==> src/rtl/instruction_decode_queue.sv <==
// RV32IM decode stage with a DEPTH-entry circular queue between IFD and IX.
// Decoded records (plus an illegal flag) are buffered and handed to IX over a
// valid/ready handshake. The block supports flush-on-branch and reports occupancy.

package instruction_decode_queue_pkg;
  typedef struct packed {
    logic [31:0] instr;
    logic [31:0] pc;
    logic [31:0] pc_inc;
  } ifd_id_inf_t;

  localparam logic [3:0] EXE_PIPE_INVALID = 4'b0000;
  localparam logic [3:0] EXE_PIPE_ALU     = 4'b0001;
  localparam logic [3:0] EXE_PIPE_LSU     = 4'b0010;
  localparam logic [3:0] EXE_PIPE_MUL     = 4'b0100;
  localparam logic [3:0] EXE_PIPE_DIV     = 4'b1000;

  typedef struct packed {
    logic [31:0] pc;
    logic [31:0] pc_inc;
    logic [4:0]  a1;
    logic [4:0]  a2;
    logic [4:0]  rd;
    logic [31:0] imm_ext;
    logic [2:0]  funct3;
    logic        funct7_5;
    logic        alu_src;
    logic        register_write;
    logic        mem_load;
    logic        mem_store;
    logic        branch;
    logic        jal;
    logic        jalr;
    logic        lui;
    logic        auipc;
    logic        icache_invalidate;
    logic [3:0]  exe_pipe;
  } id_ix_inf_t;
endpackage

// Protocol checks for the queue handshake.
module instruction_decode_queue_chk #(
  parameter int DEPTH = 4,
  parameter int CW    = 3
) (
  input logic          clk,
  input logic          rst,
  input logic          ifd_valid,
  input logic          ifd_ready,
  input logic          id_valid,
  input logic          ix_ready,
  input logic [CW-1:0] count
);
  a_no_enq_when_full: assert property (@(posedge clk) disable iff (rst)
    !(ifd_valid && ifd_ready && (count == CW'(DEPTH))));
  a_no_deq_when_empty: assert property (@(posedge clk) disable iff (rst)
    !(id_valid && ix_ready && (count == CW'(0))));
  a_depth_pow2: assert property (@(posedge clk)
    ((DEPTH & (DEPTH - 1)) == 0) && (DEPTH >= 2));
endmodule

module instruction_decode_queue
  import instruction_decode_queue_pkg::*;
#(
  parameter int DEPTH         = 4,
  parameter bit ILLEGAL_CHECK = 1'b1
) (
  input  logic                         clk,
  input  logic                         rst,
  input  logic                         wb_do_branch,
  input  logic                         ifd_valid,
  input  ifd_id_inf_t                  ifd_id_inf,
  output logic                         ifd_ready,
  output logic                         id_valid,
  output id_ix_inf_t                   id_ix_inf,
  output logic                         id_illegal,
  input  logic                         ix_ready,
  output logic [$clog2(DEPTH+1)-1:0]   id_count
);
  localparam int PW = $clog2(DEPTH);
  localparam int CW = $clog2(DEPTH + 1);
  localparam logic [CW-1:0] FULL_C = CW'(DEPTH);

  localparam logic [6:0] OP_LOAD   = 7'b0000011;
  localparam logic [6:0] OP_STORE  = 7'b0100011;
  localparam logic [6:0] OP_BRANCH = 7'b1100011;
  localparam logic [6:0] OP_IMM    = 7'b0010011;
  localparam logic [6:0] OP_REG    = 7'b0110011;
  localparam logic [6:0] OP_JAL    = 7'b1101111;
  localparam logic [6:0] OP_JALR   = 7'b1100111;
  localparam logic [6:0] OP_LUI    = 7'b0110111;
  localparam logic [6:0] OP_AUIPC  = 7'b0010111;
  localparam logic [6:0] OP_MISC   = 7'b0001111;

  typedef struct packed {
    logic       illegal;
    id_ix_inf_t rec;
  } entry_t;

  entry_t          mem_r [DEPTH];
  logic [PW-1:0]   rd_ptr_r;
  logic [PW-1:0]   wr_ptr_r;
  logic [CW-1:0]   count_r;
  logic [CW-1:0]   count_next_s;
  logic            id_valid_r;
  logic            ifd_ready_r;
  logic            enq_s;
  logic            deq_s;
  logic            flush_s;

  logic [31:0]     instr_s;
  logic [6:0]      opcode_s;
  logic [6:0]      funct7_s;
  logic [31:0]     imm_i_s;
  logic [31:0]     imm_s_s;
  logic [31:0]     imm_b_s;
  logic [31:0]     imm_u_s;
  logic [31:0]     imm_j_s;
  logic [31:0]     imm_sh_s;
  id_ix_inf_t      dec_s;
  logic            dec_illegal_s;

  assign instr_s  = ifd_id_inf.instr;
  assign opcode_s = instr_s[6:0];
  assign funct7_s = instr_s[31:25];
  assign imm_i_s  = {{20{instr_s[31]}}, instr_s[31:20]};
  assign imm_s_s  = {{20{instr_s[31]}}, instr_s[31:25], instr_s[11:7]};
  assign imm_b_s  = {{19{instr_s[31]}}, instr_s[31], instr_s[7], instr_s[30:25], instr_s[11:8], 1'b0};
  assign imm_u_s  = {instr_s[31:12], 12'b0};
  assign imm_j_s  = {{11{instr_s[31]}}, instr_s[31], instr_s[19:12], instr_s[20], instr_s[30:21], 1'b0};
  assign imm_sh_s = {27'b0, instr_s[24:20]};

  // Decode the incoming instruction into an IX record and an illegal flag.
  always_comb begin
    dec_s          = '0;
    dec_illegal_s  = 1'b0;
    dec_s.pc       = ifd_id_inf.pc;
    dec_s.pc_inc   = ifd_id_inf.pc_inc;
    dec_s.a1       = instr_s[19:15];
    dec_s.a2       = instr_s[24:20];
    dec_s.rd       = instr_s[11:7];
    dec_s.funct3   = instr_s[14:12];
    dec_s.funct7_5 = instr_s[30];
    case (opcode_s)
      OP_LOAD: begin
        dec_s.imm_ext = imm_i_s;  dec_s.alu_src = 1'b1; dec_s.register_write = 1'b1;
        dec_s.mem_load = 1'b1;    dec_s.exe_pipe = EXE_PIPE_LSU;
      end
      OP_STORE: begin
        dec_s.imm_ext = imm_s_s;  dec_s.alu_src = 1'b1;
        dec_s.mem_store = 1'b1;   dec_s.exe_pipe = EXE_PIPE_LSU;
      end
      OP_BRANCH: begin
        dec_s.imm_ext = imm_b_s;  dec_s.branch = 1'b1; dec_s.exe_pipe = EXE_PIPE_ALU;
      end
      OP_IMM: begin
        // Shift-immediates carry a zero-extended shamt instead of a signed immediate.
        if (instr_s[13:12] == 2'b01) begin
          dec_s.imm_ext = imm_sh_s;
        end else begin
          dec_s.imm_ext = imm_i_s;
        end
        dec_s.alu_src = 1'b1; dec_s.register_write = 1'b1; dec_s.exe_pipe = EXE_PIPE_ALU;
      end
      OP_REG: begin
        dec_s.register_write = 1'b1;
        if (funct7_s[0]) begin
          dec_s.exe_pipe = instr_s[14] ? EXE_PIPE_DIV : EXE_PIPE_MUL;
        end else begin
          dec_s.exe_pipe = EXE_PIPE_ALU;
        end
        if (ILLEGAL_CHECK && !((funct7_s == 7'b0000000) || (funct7_s == 7'b0100000) ||
                               (funct7_s == 7'b0000001))) begin
          dec_illegal_s = 1'b1;
        end else begin
          dec_illegal_s = 1'b0;
        end
      end
      OP_JAL: begin
        dec_s.imm_ext = imm_j_s;  dec_s.alu_src = 1'b1; dec_s.register_write = 1'b1;
        dec_s.jal = 1'b1;         dec_s.exe_pipe = EXE_PIPE_ALU;
      end
      OP_JALR: begin
        dec_s.imm_ext = imm_i_s;  dec_s.alu_src = 1'b1; dec_s.register_write = 1'b1;
        dec_s.jalr = 1'b1;        dec_s.exe_pipe = EXE_PIPE_ALU;
      end
      OP_LUI: begin
        dec_s.imm_ext = imm_u_s;  dec_s.alu_src = 1'b1; dec_s.register_write = 1'b1;
        dec_s.lui = 1'b1;         dec_s.exe_pipe = EXE_PIPE_ALU;
      end
      OP_AUIPC: begin
        dec_s.imm_ext = imm_u_s;  dec_s.alu_src = 1'b1; dec_s.register_write = 1'b1;
        dec_s.auipc = 1'b1;       dec_s.exe_pipe = EXE_PIPE_ALU;
      end
      OP_MISC: begin
        dec_s.imm_ext = imm_i_s;  dec_s.exe_pipe = EXE_PIPE_ALU;
        dec_s.icache_invalidate = (instr_s[14:12] == 3'b001);
      end
      default: begin
        // Unknown opcode: travels as a no-op, flagged only when checking is enabled.
        dec_s.exe_pipe = EXE_PIPE_INVALID;
        dec_illegal_s  = ILLEGAL_CHECK;
      end
    endcase
    if (dec_s.rd == 5'd0) begin
      dec_s.register_write = 1'b0;
    end else begin
      dec_s.register_write = dec_s.register_write;
    end
    if (dec_illegal_s) begin
      dec_s.register_write = 1'b0; dec_s.mem_load = 1'b0; dec_s.mem_store = 1'b0;
      dec_s.branch = 1'b0;         dec_s.jal = 1'b0;      dec_s.jalr = 1'b0;
      dec_s.exe_pipe = EXE_PIPE_INVALID;
    end else begin
      dec_s.exe_pipe = dec_s.exe_pipe;
    end
  end

  assign flush_s = rst || wb_do_branch;
  assign enq_s   = ifd_valid && ifd_ready_r;
  assign deq_s   = id_valid_r && ix_ready;

  // Next occupancy from the enqueue/dequeue pair.
  always_comb begin
    count_next_s = count_r;
    if (enq_s && !deq_s) begin
      count_next_s = count_r + CW'(1);
    end else if (!enq_s && deq_s) begin
      count_next_s = count_r - CW'(1);
    end else begin
      count_next_s = count_r;
    end
  end

  // Pointers, occupancy and registered handshake flags; flush and reset clear them.
  always_ff @(posedge clk) begin
    if (flush_s) begin
      rd_ptr_r    <= '0;
      wr_ptr_r    <= '0;
      count_r     <= '0;
      id_valid_r  <= 1'b0;
      ifd_ready_r <= 1'b1;
    end else begin
      if (enq_s) wr_ptr_r <= wr_ptr_r + PW'(1);
      if (deq_s) rd_ptr_r <= rd_ptr_r + PW'(1);
      count_r     <= count_next_s;
      id_valid_r  <= (count_next_s != CW'(0));
      ifd_ready_r <= (count_next_s != FULL_C);
    end
  end

  // Queue storage; writes in a flush cycle are dropped.
  always_ff @(posedge clk) begin
    if (enq_s && !flush_s) begin
      mem_r[wr_ptr_r] <= '{illegal: dec_illegal_s, rec: dec_s};
    end
  end

  assign ifd_ready  = ifd_ready_r;
  assign id_valid   = id_valid_r;
  assign id_count   = count_r;
  assign id_ix_inf  = mem_r[rd_ptr_r].rec;
  assign id_illegal = mem_r[rd_ptr_r].illegal && id_valid_r;

  instruction_decode_queue_chk #(.DEPTH(DEPTH), .CW(CW)) u_chk (
    .clk(clk), .rst(rst), .ifd_valid(ifd_valid), .ifd_ready(ifd_ready_r),
    .id_valid(id_valid_r), .ix_ready(ix_ready), .count(count_r)
  );
endmodule

==> config.mk <==
export PLATFORM = sky130hd
export DESIGN_NAME = instruction_decode_queue
export DESIGN_NICKNAME = d
export VERILOG_FILES = /design/src/rtl/instruction_decode_queue.sv
export SDC_FILE = /design/constraint.sdc
export NUM_CORES = 1
export LEC_CHECK = 0
export BUFFER_PORTS_ARGS = -buffer_cell sky130_fd_sc_hd__buf_2
export CORE_ASPECT_RATIO = 0.6
export CORE_MARGIN = 2
export CORE_UTILIZATION = 52
export DETAILED_ROUTE_END_ITERATION = 7
export PLACE_DENSITY = 0.75
export SLEW_MARGIN = 25
export SYNTH_ARGS = -nofsm -noshare
export SYNTH_HDL_FRONTEND = slang
export SYNTH_SLANG_ARGS = --single-unit
==> constraint.sdc <==
create_clock -name clk -period 5.1 [get_ports clk]
set_input_delay 1.02 -clock clk [delete_from_list [all_inputs] [get_ports clk]]
set_output_delay 1.02 -clock clk [all_outputs]
set_load 0.05 [all_outputs]
==> impl_metrics.env <==
export IMPL_cts_setup_buffers=0
export IMPL_row_count=55
export IMPL_hold_depth=2
export IMPL_yosys_area_share_adder_pct=0.376
export IMPL_grt_max_degree=76
export IMPL_worst_slack_ps=1440
export IMPL_cpMaxStageDelayCell="dfxtp_4"
export IMPL_synth_xor_area_share_pct=0.263
export IMPL_finalPower_uw=8780
export IMPL_ir_drop_uv=318
export IMPL_routed_via_density=5.73
export IMPL_slew_viol_final=0
export IMPL_ff2ff_path_depth=3
export IMPL_place_gp_congestion=0.940
export IMPL_fin_nets=1232
export IMPL_end_kind="primary output"
export IMPL_slowest_delay_ps=810
export IMPL_grt_antenna_before_repair=2
export IMPL_leakagePower_uw=0.00758
export IMPL_start_kind="register"
export IMPL_grt_overflow=0
export IMPL_period_needed_ps=3660
export IMPL_drtIter0Drc=1047
export IMPL_hold_violations=0
export IMPL_synth_edf_count=520
export IMPL_dp_hpwl_um=26000
export IMPL_clk_pin_slew_worst_paths_ps=70
export IMPL_yosysSeqAreaShare_pct=79.3
export IMPL_setup_viol=0
export IMPL_final_util_pct=61.8
export IMPL_drive_above_1_share_pct=39.6
export IMPL_ys_flop_type="edfxtp_1"
export IMPL_syn_avg_cell_area_um2=23.2
export IMPL_worst_slew_pin_slew_ps=919
export IMPL_routedWlPerCell_um=24.8
export IMPL_grt_pass1_wl_um=62700
export IMPL_yosysWarnings=0
export IMPL_drc=0
export IMPL_via_count=9614
export IMPL_hold_buffers=0
export IMPL_dp_worst_setup_slack_ps=1920
export IMPL_cts_sinks=531
export IMPL_synth_seq_cells=531
export IMPL_die_x_um=257
export IMPL_io_pins=236
export IMPL_relSlewSlack_pct=38.7
export IMPL_synth_top_family_by_area="multiplexers"
export IMPL_cts_buffers=48
export IMPL_die_area_um2=40100
export IMPL_die_y_um=156
export IMPL_start_util_pct=52.9
export IMPL_period_share_pct=71.7
export IMPL_routed_wirelength_um=41700
export IMPL_min_path_type="reg2reg"
export IMPL_powerDensity_nw_per_um2=376
export IMPL_fillers=2637
export IMPL_drt_pre_antenna_iters=5
export IMPL_htree_num_levels=2
export IMPL_track_usage_pct=21.1
export IMPL_synth_cells=863
export IMPL_cts_tree="yes"
export IMPL_final_area_um2=23400
export IMPL_arrival_ps=2640
export IMPL_antenna_left=0
export IMPL_outcome="complete, no violations"
export IMPL_cp_data_required_time_ps=4080
export IMPL_async_reset_ff_share_pct=0
export IMPL_yosys_mux_area_fraction_pct=14.7
export IMPL_core_um2=37800
export IMPL_max_clock_freq_mhz=274
export IMPL_synth_compound_area_share_pct=1.96
export IMPL_numPortBuffers=235
export IMPL_yosys_area_share_simple_pct=2.42
export IMPL_rsz0062_at_grt="false"
export IMPL_grt_pass1_vias=9823
export IMPL_max_cap_violations=0
export IMPL_crit_fanout=33
export IMPL_clock_skew_ps=15.0
export IMPL_path_class="reg2out"
export IMPL_synth_area_um2=20000
export IMPL_area_growth_pct=16.9
export IMPL_cts_resized=0
export IMPL_root_buffer="clkbuf_16"
export IMPL_yosysUniqueCellTypes=50
export IMPL_clk_latency_ps=550
export IMPL_crit_chain="buf_12 > mux4_2 > buf_2"
export IMPL_place_area_um2=21800
export IMPL_tns_ps=0
export IMPL_clock_path_buffers=3
export IMPL_syn_num_nets=970
-- state kept, by name, indices dropped and copies added (netlist names), named ones only --
name       count
id_count       3
id_valid       1
ifd_ready      1
mem_r        520
rd_ptr_r       2
wr_ptr_r       2
-- worst max-delay path, delay by kind of cell (launching register included) --
family	cells	cell delay (ps)
buffers and inverters	2	580
flip-flops	1	810
multiplexers	1	600
-- layout by cell type, fill, tap and decap left out, types with 9 or more instances in the layout --
master and count:
buf_2 235, clkbuf_16 49, a21o_1 18, a21oi_1 11, clkinv_1 17, dfxtp_1 9
nor2_1 24, nand2_1 14, mux4_2 130, edfxtp_1 520
-- synth_stat cells (2+ instances only) --
master	instances	area [um2]
a21o_1	18	135
nand4_1	2	12.5
or4_1	3	22.5
and3_1	7	43.8
xor2_1	3	26.3
and2_1	6	37.5
o21ai_0	7	35.0
buf_4	2	15.0
inv_1	6	22.5
edfxtp_1	520	15600
a22oi_1	3	22.5
nor2_1	24	90.1
nor2b_1	6	37.5
nand2_1	14	52.6
or2_2	3	18.8
a21oi_1	11	55.1
dfxtp_1	11	220
o21a_1	3	22.5
clkbuf_1	8	30.0
buf_1	8	30.0
or2b_1	2	15.0
buf_2	19	95.1
and2b_1	2	15.0
mux4_2	130	2930
ha_1	6	75.1
nor3_1	8	40.0
xnor2_1	3	26.3
a22o_1	4	35.0
nand3_1	3	15.0
-- layer usage --
metal | track usage [%] | share of wire (%)
met5 | 0 | 0
met2 | 31.0 | 45
met4 | 5.84 | 2.4
met1 | 32.3 | 45
met3 | 4.94 | 7.1
-- path summary, 6_finish.rpt --
| kind | start | slack, ps | to |
|---|---|---|---|
| worst max register to register | ifd_ready | 2760 | mem_r[3][84] |
| worst max-delay path | register | 1440 | id_ix_inf[10] |
| worst min-delay path | wr_ptr_r[1] | 520 | wr_ptr_r[1] |
| worst min register to register | wr_ptr_r[1] | 520 | wr_ptr_r[1] |
-- per-stage QoR --
stage	hold slack (ps)	instances
2_1_floorplan	469	863
3_3_place_gp	490	1588
3_5_place_dp	516	1588
4_1_cts	525	1676
5_1_grt	549	1678
6_report	525	1678
-- layout make-up --
cell class	count	area [um2]	area share, %
repair buffers	250	1380	5.89
diodes	2	5.00	0.0214
clock buffers	57	1260	5.38
inverters	6	22.5	0.0964
well taps	513	642	2.75
multi-input cells	288	3960	17.0
flip-flops and latches	531	15800	67.8
clock inverters	31	254	1.09
-- kinds of logic after synthesis --
logic type,after synthesis
flops,531
mux,131
fa+ha+maj,6
compound gates,55
buf+inv,44
xor+xnor,6
simple gates,90
-- power breakdown --
part	switching, uW	internal (uW)
Sequential	15.7	4820
Combinational	328	133
Clock	1520	1960
Power figures use the tool's default switching activity.
